==> src/rtl/max19506_pkg.sv <==
// Shared types and helpers for the MAX19506 receive path.
package max19506_pkg;

  localparam int unsigned DATA_W    = 8;
  localparam int unsigned CNT_W_DEF = 16;

  typedef struct packed {
    logic [DATA_W-1:0] a;
    logic [DATA_W-1:0] b;
    logic              or_a;
    logic              or_b;
  } pair_t;

  typedef enum logic {
    WAIT_A = 1'b0,
    HAVE_A = 1'b1
  } pair_state_e;

  // Offset binary to two's complement is a flip of the sign bit.
  function automatic logic [DATA_W-1:0] to_out_fmt(input logic [DATA_W-1:0] w,
                                                   input logic              twos);
    return {w[DATA_W-1] ^ twos, w[DATA_W-2:0]};
  endfunction

endpackage

==> src/rtl/adc_pair_fifo.sv <==
// Synchronous show-ahead FIFO of ADC sample pairs with occupancy and drop strobe.
module adc_pair_fifo
  import max19506_pkg::*;
#(
  parameter int unsigned DEPTH = 4
) (
  input  logic                   clk,
  input  logic                   reset,
  input  logic                   push_i,
  input  pair_t                  push_pair_i,
  input  logic                   pop_i,
  output logic                   valid_o,
  output pair_t                  head_o,
  output logic [$clog2(DEPTH):0] level_o,
  output logic                   drop_c_o
);

  localparam int unsigned AW = $clog2(DEPTH);
  localparam int unsigned LW = AW + 1;

  pair_t          mem_q [DEPTH];
  logic [AW-1:0]  wr_q;
  logic [AW-1:0]  rd_q;
  logic [LW-1:0]  level_q;
  logic [LW-1:0]  level_d;
  logic           pop_c;
  logic           full_c;
  logic           push_ok_c;

  // A pop frees a slot in the same edge, so a full FIFO still takes a push then.
  always_comb begin
    pop_c     = pop_i && (level_q != '0);
    full_c    = (level_q == LW'(DEPTH));
    push_ok_c = push_i && (!full_c || pop_c);
    drop_c_o  = push_i && full_c && !pop_c;
    level_d   = level_q;
    case ({push_ok_c, pop_c})
      2'b10:   level_d = level_q + LW'(1);
      2'b01:   level_d = level_q - LW'(1);
      default: level_d = level_q;
    endcase
  end

  always_ff @(posedge clk) begin
    if (!reset) begin
      wr_q    <= '0;
      rd_q    <= '0;
      level_q <= '0;
    end else begin
      if (push_ok_c) wr_q <= wr_q + AW'(1);
      if (pop_c)     rd_q <= rd_q + AW'(1);
      level_q <= level_d;
    end
  end

  always_ff @(posedge clk) begin
    if (push_ok_c) mem_q[wr_q] <= push_pair_i;
  end

  assign valid_o = (level_q != '0);
  assign head_o  = valid_o ? mem_q[rd_q] : '0;
  assign level_o = level_q;

endmodule

==> src/rtl/max19506_rx.sv <==
// MAX19506 ADC capture: input stage, parallel/mux pairing, output FIFO, status counters.
module max19506_rx
  import max19506_pkg::*;
#(
  parameter int unsigned FIFO_DEPTH = 4,
  parameter int unsigned CNT_W      = CNT_W_DEF
) (
  input  logic                        clk,
  input  logic                        reset,
  input  logic                        adc_strb,
  input  logic [DATA_W-1:0]           adc_da,
  input  logic [DATA_W-1:0]           adc_db,
  input  logic                        adc_dora,
  input  logic                        adc_dorb,
  input  logic                        adc_chsel,
  input  logic                        en,
  input  logic                        cfg_mux,
  input  logic                        cfg_twos,
  input  logic                        clr_cnt,
  output logic                        m_valid,
  input  logic                        m_ready,
  output logic [DATA_W-1:0]           m_a,
  output logic [DATA_W-1:0]           m_b,
  output logic [1:0]                  m_or,
  output logic [$clog2(FIFO_DEPTH):0] fifo_level,
  output logic [CNT_W-1:0]            or_cnt_a,
  output logic [CNT_W-1:0]            or_cnt_b,
  output logic [CNT_W-1:0]            drop_cnt,
  output logic [CNT_W-1:0]            sync_err_cnt
);

  logic              stg_vld_q;
  logic [DATA_W-1:0] stg_da_q;
  logic [DATA_W-1:0] stg_db_q;
  logic              stg_dora_q;
  logic              stg_dorb_q;
  logic              stg_chsel_q;

  pair_state_e       state_q, state_d;
  logic [DATA_W-1:0] held_a_q, held_a_d;
  logic              held_or_q, held_or_d;
  logic              mux_q;

  logic              push_c;
  pair_t             pair_c;
  logic              sync_err_c;
  logic              flush_c;
  logic [DATA_W-1:0] word_c;
  logic              drop_c;
  pair_t             head;

  logic [CNT_W-1:0]  or_cnt_a_q, or_cnt_b_q, drop_cnt_q, sync_err_cnt_q;

  function automatic logic [CNT_W-1:0] sat_inc(input logic [CNT_W-1:0] v, input logic inc);
    return (inc && (v != '1)) ? v + CNT_W'(1) : v;
  endfunction

  // Input stage: one registered copy of each accepted word.
  always_ff @(posedge clk) begin
    if (!reset) begin
      stg_vld_q   <= 1'b0;
      stg_da_q    <= '0;
      stg_db_q    <= '0;
      stg_dora_q  <= 1'b0;
      stg_dorb_q  <= 1'b0;
      stg_chsel_q <= 1'b0;
    end else begin
      stg_vld_q <= adc_strb && en;
      if (adc_strb && en) begin
        stg_da_q    <= adc_da;
        stg_db_q    <= adc_db;
        stg_dora_q  <= adc_dora;
        stg_dorb_q  <= adc_dorb;
        stg_chsel_q <= adc_chsel;
      end
    end
  end

  // Pairer: a disable or a mode switch drops any held A silently.
  always_comb begin
    state_d    = state_q;
    held_a_d   = held_a_q;
    held_or_d  = held_or_q;
    push_c     = 1'b0;
    pair_c     = '0;
    sync_err_c = 1'b0;
    word_c     = to_out_fmt(stg_da_q, cfg_twos);
    flush_c    = !en || (cfg_mux != mux_q);

    if (!cfg_mux) begin
      state_d     = WAIT_A;
      held_a_d    = '0;
      held_or_d   = 1'b0;
      push_c      = stg_vld_q;
      pair_c.a    = word_c;
      pair_c.b    = to_out_fmt(stg_db_q, cfg_twos);
      pair_c.or_a = stg_dora_q;
      pair_c.or_b = stg_dorb_q;
    end else if (flush_c) begin
      state_d   = WAIT_A;
      held_a_d  = '0;
      held_or_d = 1'b0;
    end else if (stg_vld_q) begin
      case (state_q)
        WAIT_A: begin
          if (stg_chsel_q) begin
            held_a_d  = word_c;
            held_or_d = stg_dora_q;
            state_d   = HAVE_A;
          end else begin
            sync_err_c = 1'b1;
          end
        end
        HAVE_A: begin
          if (stg_chsel_q) begin
            held_a_d   = word_c;
            held_or_d  = stg_dora_q;
            sync_err_c = 1'b1;
          end else begin
            push_c      = 1'b1;
            pair_c.a    = held_a_q;
            pair_c.b    = word_c;
            pair_c.or_a = held_or_q;
            pair_c.or_b = stg_dora_q;
            state_d     = WAIT_A;
          end
        end
        default: state_d = WAIT_A;
      endcase
    end
  end

  always_ff @(posedge clk) begin
    if (!reset) begin
      state_q   <= WAIT_A;
      held_a_q  <= '0;
      held_or_q <= 1'b0;
      mux_q     <= cfg_mux;
    end else begin
      state_q   <= state_d;
      held_a_q  <= held_a_d;
      held_or_q <= held_or_d;
      mux_q     <= cfg_mux;
    end
  end

  adc_pair_fifo #(
    .DEPTH (FIFO_DEPTH)
  ) u_fifo (
    .clk         (clk),
    .reset       (reset),
    .push_i      (push_c),
    .push_pair_i (pair_c),
    .pop_i       (m_ready),
    .valid_o     (m_valid),
    .head_o      (head),
    .level_o     (fifo_level),
    .drop_c_o    (drop_c)
  );

  // Status counters saturate; clear beats any same-cycle increment.
  always_ff @(posedge clk) begin
    if (!reset || clr_cnt) begin
      or_cnt_a_q     <= '0;
      or_cnt_b_q     <= '0;
      drop_cnt_q     <= '0;
      sync_err_cnt_q <= '0;
    end else begin
      or_cnt_a_q     <= sat_inc(or_cnt_a_q, push_c && pair_c.or_a);
      or_cnt_b_q     <= sat_inc(or_cnt_b_q, push_c && pair_c.or_b);
      drop_cnt_q     <= sat_inc(drop_cnt_q, drop_c);
      sync_err_cnt_q <= sat_inc(sync_err_cnt_q, sync_err_c);
    end
  end

  assign m_a          = head.a;
  assign m_b          = head.b;
  assign m_or         = {head.or_b, head.or_a};
  assign or_cnt_a     = or_cnt_a_q;
  assign or_cnt_b     = or_cnt_b_q;
  assign drop_cnt     = drop_cnt_q;
  assign sync_err_cnt = sync_err_cnt_q;

endmodule

==> config.mk <==
export PLATFORM = sky130hd
export DESIGN_NAME = max19506_rx
export DESIGN_NICKNAME = d
export VERILOG_FILES = /design/src/rtl/max19506_pkg.sv /design/src/rtl/adc_pair_fifo.sv /design/src/rtl/max19506_rx.sv
export SDC_FILE = /design/constraint.sdc
export NUM_CORES = 1
export LEC_CHECK = 0
export CORE_ASPECT_RATIO = 1.25
export CORE_MARGIN = 2
export CORE_UTILIZATION = 45
export CTS_CLUSTER_DIAMETER = 200
export DETAILED_ROUTE_END_ITERATION = 12
export PLACE_DENSITY = 0.69
export SETUP_SLACK_MARGIN = 0.05
export SYNTH_ARGS = -nofsm -noshare
export SYNTH_HDL_FRONTEND = slang
export SYNTH_SLANG_ARGS = --single-unit
==> constraint.sdc <==
create_clock -name clk -period 3.18 [get_ports clk]
set_input_delay 0.477 -clock clk [delete_from_list [all_inputs] [get_ports clk]]
set_output_delay 0.477 -clock clk [all_outputs]
set_load 0.005 [all_outputs]
==> results_dict.tcl, run 1 <==
set metrics [dict create \
    htreeDepth 4 \
    final_cell_mix "clkdlybuf4s50_1, dfxtp_1, nand2_1" \
    cap_violations 0 \
    port_buffers 112 \
    ys_seq_area_share_pct 55.5 \
    rows 53 \
    rsz0062_at_grt "false" \
    cts_hold_buf 0 \
    post-place-ws_ps 339 \
    start_util_pct 45.8 \
    yosysWarnings 0 \
    worstSetupPathType "reg -> out" \
    routed_wl_mm 18.9 \
    worstMarginPinSlew_ps 819 \
    timing.setup.tns_ps 0 \
    path_max_fanout 21 \
    netlist_area_um2 7650 \
    cts_inserted_buffers 17 \
    r2r_slack_ps 610 \
    root_buffer "clkbuf_16" \
    synth_enable_flop_cells 72 \
    synthAdderAreaFrac_pct 1.73 \
    finalCriticalPeriod_ps 2860 \
    vias_per_cell 5.63 \
    leakage_uw 0.00303 \
    synthSimpleGateAreaFrac_pct 20.3 \
    routabilityCongestion 0.869 \
    cts.clk_slew.worst_paths_ps 60 \
    core_area_um2 16700 \
    grt_max_degree 28 \
    drc 0 \
    vias 6050 \
    avgRoutedWirePerCell_um 17.6 \
    dpl_cell_area_um2 9060 \
    synth.area.mux_share_pct 5.82 \
    utilization_pct 57.4 \
    slew-limit-headroom_pct 45.1 \
    critical_path_arrival_ps 2390 \
    vdd.ir_drop.worst_v 0.000504 \
    grt_pass1_vias 6023 \
    cts_sinks 176 \
    synth_xor_area_share_pct 4.12 \
    die_y_um 150 \
    clock_latency_ps 420 \
    num_antenna_cells 0 \
    final_nets 879 \
    fillers 1461 \
    crit_required_ps 2700 \
    die_w_um 121 \
    synth_top_family_by_area "simple AND/OR/NAND/NOR gates" \
    final_common_cell "clkdlybuf4s50_1" \
    cp-end-kind "output port" \
    clock_skew_ps 9.96 \
    power-per-cell-area_nw_per_um2 462 \
    period_share_pct 90.0 \
    dr.pass1.iters 5 \
    cts_buffer_depth 2 \
    drtIter0Drc 492 \
    multi_input_area_um2 3220 \
    gr-total-overflow 0 \
    grt_pass1_wl_mm 30.6 \
    finalSetupViolCount 0 \
    ys_types 56 \
    cts_resized 0 \
    startpoint_type "flip-flop" \
    drive_gt1_share_pct 9.12 \
    seqCellArea_um2 4240 \
    avgSynthCellArea_um2 10.6 \
    fin_ws_ps 317 \
    async_flop_share_pct 0 \
    antenna_found_initial 0 \
    fmax_ghz 0.349 \
    synthCells 724 \
    slew_viol_final 0 \
    final_antenna_net_count 0 \
    status "finished, final reports clean" \
    design_area_um2 9600 \
    hold_path.class "reg -> reg" \
    ys_ff_latch 176 \
    ys.flop_type "dfxtp_1" \
    hpwl_mm 13.5 \
    postCtsSetupRepairBufs 0 \
    final_hold_viol_count 0 \
    io_pins 113 \
    synth_compound_area_share_pct 10.1 \
    grt_usage_pct 21.5 \
    cts_tree "done" \
    dieArea_um2 18100 \
    syn2layout_area_growth_pct 25.5 \
    syn_nets 761 \
]
-- path summary, 6_finish.rpt --
kind / from / to / depth (start not counted)
max: u_fifo.level_o[0]$_SDFFE_PN0P_ / m_a[3] / 3
min: held_a_q[4]$_SDFFE_PP0P_ / held_a_q[4]$_SDFFE_PP0P_ / 2
max reg2reg: u_fifo.level_o[0]$_SDFFE_PN0P_ / u_fifo.level_o[2]$_SDFFE_PN0P_ / 7
min reg2reg: held_a_q[4]$_SDFFE_PP0P_ / held_a_q[4]$_SDFFE_PP0P_ / 2
-- flip-flops by register name, indices dropped and copies added, names as in the netlist, 2 cells and up, named ones only --
register,flops
held_a_q,8
sync_err_cnt,16
u_fifo.mem_q,72
or_cnt_a,16
or_cnt_b,16
u_fifo.level_o,3
u_fifo.rd_q,2
stg_da_q,8
u_fifo.wr_q,2
drop_cnt,16
stg_db_q,8
-- per-stage QoR --
step	hold WS, ps	std cells	power (uW)
finish	455	1075	4430
global route	475	1075	4570
CTS	459	1075	4470
detailed placement	450	1043	2590
global placement	444	1043	2580
floorplan	436	724	2500
-- cell usage after synthesis (3+ instances only) --
cell type / n / area, um^2
dfxtp_1: 104 / 2080
nand2_1: 95 / 357
edfxtp_1: 72 / 2160
nor2_1: 59 / 221
a21oi_1: 52 / 260
nand3_1: 29 / 145
xnor2_1: 29 / 254
and2_1: 27 / 169
clkbuf_1: 22 / 82.6
nand4_1: 22 / 138
o21ai_0: 21 / 105
or3_1: 20 / 125
mux4_2: 18 / 405
nor3_1: 16 / 80.1
inv_1: 15 / 56.3
a22o_1: 14 / 123
nor4_1: 10 / 62.6
ha_1: 9 / 113
o211ai_1: 7 / 52.6
xor2_1: 7 / 61.3
or4_1: 6 / 45.0
and3_1: 5 / 31.3
buf_2: 5 / 25.0
o21ai_1: 5 / 25.0
a31oi_1: 4 / 25.0
and4_1: 4 / 35.0
mux2i_1: 4 / 40.0
buf_1: 3 / 11.3
nor3b_1: 3 / 22.5
or2_2: 3 / 18.8
-- power by group --
part | total (uW) | leakage, uW | internal (uW) | switching, uW
clock network | 1890 | 0.000263 | 1040 | 849
registers | 2370 | 0.00148 | 2360 | 14.4
logic | 166 | 0.00129 | 71.6 | 94.7
-- routing by layer --
| layer | wire [um] | global-route usage, % | up-vias |
|---|---|---|---|
| met3 | 1040 | 5.56 | 21 |
| li1 | - | - | 2882 |
| met5 | 0 | 0 | - |
| met4 | 265 | 5.99 | 0 |
| met1 | 7680 | 25.1 | 2962 |
| met2 | 9910 | 39.0 | 185 |
-- final cells by class --
| type | count | share of cell area [%] |
|---|---|---|
| inverters | 17 | 0.665 |
| flip-flops and latches | 176 | 44.2 |
| well taps | 220 | 2.87 |
| repair buffers | 130 | 13.1 |
| multi-input cells | 500 | 33.5 |
| clock buffers | 20 | 4.76 |
| clock inverters | 12 | 0.861 |
-- cell families (layout without fill, tap and decap cells) --
logic type               count (synthesis)  in the layout
AND/OR/NAND/NOR                        310            310
buffers and inverters                   48            179
flip-flops                             176            176
multiplexers                            22             22
AO/OA/AOI/OAI                          122            122
adder cells (fa/ha/maj)                 10             10
XOR/XNOR                                36             36
-- critical path, cell delays in order (launching register included) --
cell	delay [ps]
dfxtp_1	540
or3_1	660
and2_1	250
clkdlybuf4s50_1	510
Power figures use the tool's default switching activity.
==> run 2, diff against run 1 <==
--- a/config.mk
+++ b/config.mk
@@ -10,6 +10,7 @@
 export CORE_UTILIZATION = 45
 export CTS_CLUSTER_DIAMETER = 200
 export DETAILED_ROUTE_END_ITERATION = 12
+export HOLD_SLACK_MARGIN = 0.02
 export PLACE_DENSITY = 0.69
 export SETUP_SLACK_MARGIN = 0.05
 export SYNTH_ARGS = -nofsm -noshare
==> results of run 2 <==
No change in the layout: final DEF, timing and power equal those of run 1.
